<file path="src/rtl/decode_stage.sv">
// decode_stage: instruction decode for a 5-stage RV32I pipeline.
// Extracts operands and immediates, bypasses the writeback port into the
// read operands, detects load-use hazards and owns the ID/EX register.
module decode_stage (
    input  logic        clk,
    input  logic        rst_n,
    input  logic        id_valid,
    input  logic [31:0] id_instr,
    input  logic [31:0] id_pc,
    output logic [4:0]  r1_idx,
    output logic [4:0]  r2_idx,
    input  logic [31:0] reg1_data,
    input  logic [31:0] reg2_data,
    input  logic        wb_wr_en,
    input  logic [4:0]  wb_wr_idx,
    input  logic [31:0] wb_wr_data,
    input  logic        ex_hold,
    input  logic        flush,
    output logic        stall_out,
    output logic        ex_valid,
    output logic [31:0] ex_pc,
    output logic [31:0] ex_rs1_val,
    output logic [31:0] ex_rs2_val,
    output logic [31:0] ex_imm,
    output logic [4:0]  ex_rd,
    output logic [4:0]  ex_rs1_idx,
    output logic [4:0]  ex_rs2_idx,
    output logic [6:0]  ex_opcode,
    output logic [2:0]  ex_funct3,
    output logic        ex_funct7b5,
    output logic        ex_mem_read,
    output logic [15:0] stall_count
);

    localparam logic [6:0] OpLoad   = 7'b0000011;
    localparam logic [6:0] OpImm    = 7'b0010011;
    localparam logic [6:0] OpAuipc  = 7'b0010111;
    localparam logic [6:0] OpStore  = 7'b0100011;
    localparam logic [6:0] OpReg    = 7'b0110011;
    localparam logic [6:0] OpLui    = 7'b0110111;
    localparam logic [6:0] OpBranch = 7'b1100011;
    localparam logic [6:0] OpJalr   = 7'b1100111;
    localparam logic [6:0] OpJal    = 7'b1101111;

    // Instruction fields
    logic [6:0]  w_opcode;
    logic [4:0]  w_rd;
    logic [2:0]  w_funct3;
    logic [31:0] w_imm;
    logic [31:0] w_rs1_val;
    logic [31:0] w_rs2_val;
    logic        w_use_rs1;
    logic        w_use_rs2;
    logic        w_no_rd;
    logic        w_load_use;
    logic        w_bubble;

    // ID/EX register
    logic        r_ex_valid;
    logic [31:0] r_ex_pc;
    logic [31:0] r_ex_rs1_val;
    logic [31:0] r_ex_rs2_val;
    logic [31:0] r_ex_imm;
    logic [4:0]  r_ex_rd;
    logic [4:0]  r_ex_rs1_idx;
    logic [4:0]  r_ex_rs2_idx;
    logic [6:0]  r_ex_opcode;
    logic [2:0]  r_ex_funct3;
    logic        r_ex_funct7b5;
    logic        r_ex_mem_read;
    logic [15:0] r_stall_count;

    assign w_opcode = id_instr[6:0];
    assign w_rd     = id_instr[11:7];
    assign w_funct3 = id_instr[14:12];
    assign r1_idx   = id_instr[19:15];
    assign r2_idx   = id_instr[24:20];

    // x0 reads as zero; a same-cycle writeback wins over the stale RF read
    assign w_rs1_val = (r1_idx == 5'd0) ? 32'd0 :
                       (wb_wr_en && (wb_wr_idx == r1_idx)) ? wb_wr_data : reg1_data;
    assign w_rs2_val = (r2_idx == 5'd0) ? 32'd0 :
                       (wb_wr_en && (wb_wr_idx == r2_idx)) ? wb_wr_data : reg2_data;

    assign w_use_rs1 = !((w_opcode == OpLui) || (w_opcode == OpAuipc) || (w_opcode == OpJal));
    assign w_use_rs2 = (w_opcode == OpReg) || (w_opcode == OpStore) || (w_opcode == OpBranch);
    // Stores and branches carry immediate bits in the rd field
    assign w_no_rd   = (w_opcode == OpStore) || (w_opcode == OpBranch);

    assign w_load_use = id_valid && r_ex_valid && r_ex_mem_read && (r_ex_rd != 5'd0) &&
                        ((w_use_rs1 && (r_ex_rd == r1_idx)) ||
                         (w_use_rs2 && (r_ex_rd == r2_idx)));

    // Flush overrides everything; otherwise hold or a hazard freezes IF/ID
    assign stall_out = !flush && (ex_hold || w_load_use);
    assign w_bubble  = !flush && !ex_hold && w_load_use;

    // Immediate generation, sign-extended from instr[31]
    always_comb begin
        w_imm = 32'd0;
        case (w_opcode)
            OpLoad, OpImm, OpJalr: w_imm = {{20{id_instr[31]}}, id_instr[31:20]};
            OpStore:  w_imm = {{20{id_instr[31]}}, id_instr[31:25], id_instr[11:7]};
            OpBranch: w_imm = {{19{id_instr[31]}}, id_instr[31], id_instr[7],
                               id_instr[30:25], id_instr[11:8], 1'b0};
            OpLui, OpAuipc: w_imm = {id_instr[31:12], 12'd0};
            OpJal:    w_imm = {{11{id_instr[31]}}, id_instr[31], id_instr[19:12],
                               id_instr[20], id_instr[30:21], 1'b0};
            default:  w_imm = 32'd0;
        endcase
    end

    // ID/EX register update: flush > hold > load-use bubble > advance
    always_ff @(posedge clk or negedge rst_n) begin
        if (!rst_n) begin
            r_ex_valid    <= 1'b0;
            r_ex_pc       <= 32'd0;
            r_ex_rs1_val  <= 32'd0;
            r_ex_rs2_val  <= 32'd0;
            r_ex_imm      <= 32'd0;
            r_ex_rd       <= 5'd0;
            r_ex_rs1_idx  <= 5'd0;
            r_ex_rs2_idx  <= 5'd0;
            r_ex_opcode   <= 7'd0;
            r_ex_funct3   <= 3'd0;
            r_ex_funct7b5 <= 1'b0;
            r_ex_mem_read <= 1'b0;
        end else if (flush) begin
            r_ex_valid    <= 1'b0;
            r_ex_mem_read <= 1'b0;
        end else if (ex_hold) begin
            // EX is busy: keep the current payload
        end else if (w_load_use) begin
            r_ex_valid    <= 1'b0;
            r_ex_mem_read <= 1'b0;
            r_ex_rd       <= 5'd0;
        end else begin
            r_ex_valid    <= id_valid;
            r_ex_pc       <= id_pc;
            r_ex_rs1_val  <= w_rs1_val;
            r_ex_rs2_val  <= w_rs2_val;
            r_ex_imm      <= w_imm;
            r_ex_rd       <= w_no_rd ? 5'd0 : w_rd;
            r_ex_rs1_idx  <= r1_idx;
            r_ex_rs2_idx  <= r2_idx;
            r_ex_opcode   <= w_opcode;
            r_ex_funct3   <= w_funct3;
            r_ex_funct7b5 <= id_instr[30];
            r_ex_mem_read <= id_valid && (w_opcode == OpLoad);
        end
    end

    // Saturating count of load-use bubbles
    always_ff @(posedge clk or negedge rst_n) begin
        if (!rst_n) begin
            r_stall_count <= 16'd0;
        end else if (w_bubble && (r_stall_count != 16'hFFFF)) begin
            r_stall_count <= r_stall_count + 16'd1;
        end
    end

    assign ex_valid    = r_ex_valid;
    assign ex_pc       = r_ex_pc;
    assign ex_rs1_val  = r_ex_rs1_val;
    assign ex_rs2_val  = r_ex_rs2_val;
    assign ex_imm      = r_ex_imm;
    assign ex_rd       = r_ex_rd;
    assign ex_rs1_idx  = r_ex_rs1_idx;
    assign ex_rs2_idx  = r_ex_rs2_idx;
    assign ex_opcode   = r_ex_opcode;
    assign ex_funct3   = r_ex_funct3;
    assign ex_funct7b5 = r_ex_funct7b5;
    assign ex_mem_read = r_ex_mem_read;
    assign stall_count = r_stall_count;

endmodule

</file>
<file path="config.mk">
export PLATFORM = sky130hd
export DESIGN_NAME = decode_stage
export DESIGN_NICKNAME = d
export VERILOG_FILES = /design/src/rtl/decode_stage.sv
export SDC_FILE = /design/constraint.sdc
export NUM_CORES = 1
export LEC_CHECK = 0
export CORE_MARGIN = 2
export CORE_UTILIZATION = 45
export CTS_CLUSTER_SIZE = 30
export DETAILED_ROUTE_END_ITERATION = 10
export PLACE_DENSITY = 0.84
export SYNTH_ARGS = -nofsm -noshare
export SYNTH_HDL_FRONTEND = slang
export SYNTH_SLANG_ARGS = --single-unit
</file>
<file path="constraint.sdc">
create_clock -name clk -period 6.9 [get_ports clk]
set_clock_uncertainty 0.2 [all_clocks]
set_input_delay 1.38 -clock clk [delete_from_list [all_inputs] [get_ports clk]]
set_output_delay 1.38 -clock clk [all_outputs]
set_load 0.02 [all_outputs]
</file>
======== After elaboration in Yosys (flattened, before gate mapping) ========
Cells that the tools add are included.
W data, S select, Z words.
word-level totals
  register bits ........................... 172
  output and inout port bits .............. 183
  input port bits ......................... 171
cells by class
  reductions and logical operators ........ 30
  muxes and demuxes ....................... 13
  bitwise operators ....................... 3
  add/subtract/negate cells ............... 1
  equal/unequal tests ..................... 15
operators by type and width
  operator                 number
  $pmux W32 S5             1
  $mux W32                 4
  $eq A7 B6 Y1 const B     3
  $eq A7 B7 Y1 const B     3
  $eq A5 B5 Y1             4
  $add A16 B1 Y16 const B  1
  $ne A16 B16 Y1 const B   1
  $eq A7 B5 Y1 const B     2
  $logic_and A1 B1 Y1      13
  $logic_not A5 Y1         2
  $mux W5                  2
  $eq A7 B2 Y1 const B     1
  $logic_or A1 B1 Y1       7
  $mux W1                  6
  $reduce_bool A5 Y1       1
  $logic_not A1 Y1         3
  $not A1 Y1               3
  $reduce_and A3 Y1        1
  $reduce_or A3 Y1         1
  $ne A2 B1 Y1 const B     1
  $reduce_and A2 Y1        1
  $reduce_or A2 Y1         1

======== Depth between registers and ports, before layout ========
  depth in word-level cells ............... 10
  mapped depth ............................ 9
  depth with buffers taken out ............ 7

======== Worst setup path before layout ========
OpenSTA, ideal clock, no wires.
  path kind ............................... input to output
  from .................................... input id_instr[20]
  to ...................................... output stall_out
  arrival ................................. 2827 ps
  path slack .............................. 2493 ps
  cell stages on the path ................. 6
  path buffers ............................ 1
  cells stage by stage .................... clkbuf_1 > xnor2_1 > nand3_1 > nor4_2 > a21oi_1 > a21oi_1
between the ends
  longest elaborated chain between the ends .. 6
ends and longest elaborated chain
  element              line  text
  from (decl)          8     input logic [31:0] id_instr,
  $eq A5 B5 Y1         92    (w_use_rs2 && (r_ex_rd == r2_idx)));
  $logic_and A1 B1 Y1  92
  $logic_or A1 B1 Y1   91    ((w_use_rs1 && (r_ex_rd == r1_idx)) ||
  $logic_and A1 B1 Y1  90    assign w_load_use = id_valid && r_ex_valid && r_ex_mem_read && (r_ex_rd != 5'd0) &&
  $logic_or A1 B1 Y1   95    assign stall_out = !flush && (ex_hold || w_load_use);
  $logic_and A1 B1 Y1  95
  to (decl)            19    output logic stall_out,
No other way between the ends.

======== Worst setup path after layout ========
  from .................................... input id_instr[4]
  to ...................................... output stall_out
between the ends
  longest elaborated chain between the ends .. 9
  elaborated cells on any way between the ends .. 17
  those cells by class .................... eq/ne: 6; reduce/logical: 11
ends and longest elaborated chain
  element                                              line  text
  $eq A7 B6 Y1 / $eq A7 B5 Y1 (equally long branches)  85    assign w_use_rs1 = !((w_opcode == OpLui) || (w_opcode == OpAuipc) || (w_opcode == OpJal));
  $logic_or A1 B1 Y1 (2 in a row)                      85
  $logic_not A1 Y1                                     85
  $logic_and A1 B1 Y1                                  91
  $logic_or A1 B1 Y1 (*)                               91
  $logic_and A1 B1 Y1 (*)                              90
  $logic_or A1 B1 Y1 (*)                               95
  $logic_and A1 B1 Y1 (*)                              95
Mark *: on every way between the ends. The rest lies on a longest branch, timed or not.

==> impl_metrics.ini <==
[run_status]
status = completed

[timing]
timing.fmax_mhz = 183
rsz0062_at_grt = false
slew_violations = 0
finalSetupTns_ns = 0
hold_slack_ns = 0.282
fin_crit_sh = 0.793
tightest_slew_ns = 1.14
hold_viol_final = 0
max_slew_margin = 0.237
layout_setup_ws_ns = 1.43
min_period_ns = 5.47
setup_violations = 0

[placement]
dp_cells = 1236
portBuffers = 353
hpwlAfterDp_um = 18300
gp_congestion = 0.862
place_ws_ns = 1.44
placed_area_um2 = 11800

[floorplan]
fp.dieW_um = 139
pin_count = 354
num_rows = 49
die_y_um = 139
fp.coreArea_um2 = 18000
start_util = 0.459
die_area_um2 = 19400

[synth]
avgSynthCellArea_um2 = 11.8
syn_area_um2 = 8240
synth_top_flop_cell = dfrtp_1
syn_inst = 700
ys_warn_count = 0
synth_mux_area_frac = 0.242
ys_ff_latch = 172
synthSimpleGateAreaFrac = 0.0972
syn_nets = 872
synth_top_family_by_area = multiplexers
async_flop_share = 1.00
synth_cell_types = 44
synth-edff-count = 0
ys_seq_area_frac = 0.523
synth_xor_area_frac = 0.0372
synth-compound-area-share = 0.0571
synth-adder-area-share = 0.00152

[route]
via_per_inst = 5.33
routedWlPerCell_um = 19.8
postRouteAntennaNets = 0
drt_iter0_markers = 359
dr.pass1.iters = 5
drc = 0
vias = 6755
routed_wirelength_um = 25100

[critical_path]
critPathMaxStageDelay_ns = 0.66
critPathKind = in -> out
timing.rr.start = ex_rd[0]$_DFFE_PN0P_
reg2reg_slack_ns = 4.04
cp.depth = 7
critical_path.max_fanout = 10
cp_data_arrival_time_ns = 3.89
startpoint_type = primary input
cp_cell_sequence = clkdlybuf4s50_1 > or3b_1 > a21oi_4 > nor4bb_2 > a21oi_1 > a21oi_1 > clkdlybuf4s50_1
crit_path_end = stall_out
reg2reg_depth = 6
cp_num_buf_inv = 2
path_delay_family = buffers and inverters
cp.required_ns = 5.32
slowest_stage = clkdlybuf4s50_1
reg2reg_to = ex_rs1_val[15]$_DFFE_PN0P_
startpoint = id_instr[4]
cp-end-kind = primary output

[global_routing]
grt-ovfl-total = 0
antenna_found_initial = 0
grt_max_degree = 117
track_usage = 0.261
grt_pass1_vias = 7133
grt_pass1_wl_um = 39400

[clocking]
cts_hold_buf = 0
insertion_delay_ns = 0.42
cts_buffer_depth = 2
cts_max_level = 4
post_cts_buffers = 0
root_buffer = clkbuf_16
cts_resized = 0
clk_pin_slew_ns = 0.06
cts_inserted_buffers = 17
cts_tree = yes
clock-sinks = 172

[finish]
fillers = 1376
syn2layout_area_growth_pct = 50.5
utilization = 0.690
drive_gt1_frac = 0.0914
final_common_cell = clkdlybuf4s50_1
layout_common_cells = clkdlybuf4s50_1 (352), dfrtp_1 (172), nor2_1 (96)
multi_input_area_um2 = 3590
fin_area_um2 = 12400
final_cells = 1268
nNetsFinal = 1198
seq_area_um2 = 4300
antenna_cells = 0

[worst_hold_path]
worstHoldPathType = reg -> reg

[power_and_ir_drop]
p_leak_nw = 4.94
powerDensity_nw_per_um2 = 240
power_mw = 2.98
ir_drop_mv = 0.168

[flow_run]
drv_cap = 0
==> cell families (layout without fill, tap and decap cells) <==
logic type | count (synthesis) | after routing
multiplexers | 184 | 184
buffers and inverters | 60 | 399
AO/OA/AOI/OAI | 78 | 78
flip-flops | 172 | 172
AND/OR/NAND/NOR | 170 | 170
XOR/XNOR | 35 | 35
adder cells (fa/ha/maj) | 1 | 1
==> flip-flops by register name (all words and copies together), names as in the netlist, 3 cells and up <==
name and count:
ex_funct3 3, ex_imm 32, ex_opcode 7, ex_pc 32, ex_rd 5, ex_rs1_idx 5, ex_rs1_val 32, ex_rs2_idx 5
ex_rs2_val 32, stall_count 16
==> layer usage <==
metal  global-route usage  share of wire  up-vias  wire length (um)
met5                    0              0        -                 0
met4               0.0994          0.032        0               805
met3               0.0891          0.082       53              2060
met2                0.440           0.49      289             12400
met1                0.308           0.39     3314              9810
li1                     -              -     3099                 -
==> report_power, final <==
| group | switching [mW] | leakage, nW | internal (mW) |
|---|---|---|---|
| Combinational | 0.384 | 2.57 | 0.420 |
| Sequential | 0.0718 | 2.09 | 1.14 |
| Clock | 0.404 | 0.277 | 0.558 |
==> how the worst min path moves through the flow <==
stage          depth (start not counted)                         from                          end  slack [ns]
6_report                               1    ex_rs1_idx[1]$_DFFE_PN0P_    ex_rs1_idx[1]$_DFFE_PN0P_        0.28
5_1_grt                                1    ex_rs2_val[5]$_DFFE_PN0P_    ex_rs2_val[5]$_DFFE_PN0P_        0.30
4_1_cts                                1    ex_rs2_idx[0]$_DFFE_PN0P_    ex_rs2_idx[0]$_DFFE_PN0P_        0.29
3_5_place_dp                           1    ex_rs2_val[5]$_DFFE_PN0P_    ex_rs2_val[5]$_DFFE_PN0P_        0.27
3_3_place_gp                           1        ex_pc[13]$_DFFE_PN0P_        ex_pc[13]$_DFFE_PN0P_        0.27
2_1_floorplan                          1  stall_count[11]$_DFFE_PN0P_  stall_count[11]$_DFFE_PN0P_        0.39
==> cell usage after synthesis (all sizes together), types with 4 or more instances <==
cell type,n,area [um2]
a21oi,52,272
a22oi,5,37.5
a32o,5,50.1
and3,7,43.8
buf,39,273
clkbuf,13,48.8
dfrtp,172,4300
inv,8,30.0
mux2,119,1340
mux2i,65,651
nand2,14,52.6
nand3,16,80.1
nand4,7,43.8
nor2,98,368
nor3,4,20.0
nor3b,4,30.0
nor4,4,31.3
o21ai,10,50.1
xnor2,22,193
xor2,13,114
==> final cells by class <==
class,count,share of cell area
Clock buffer,21,0.0371
Clock inverter,11,0.0108
Inverter,8,0.00242
Multi-Input combinational cell,468,0.289
Sequential cell,172,0.347
Tap cell,229,0.0231
Timing Repair Buffer,359,0.290
(Power assumes the default switching activity.)
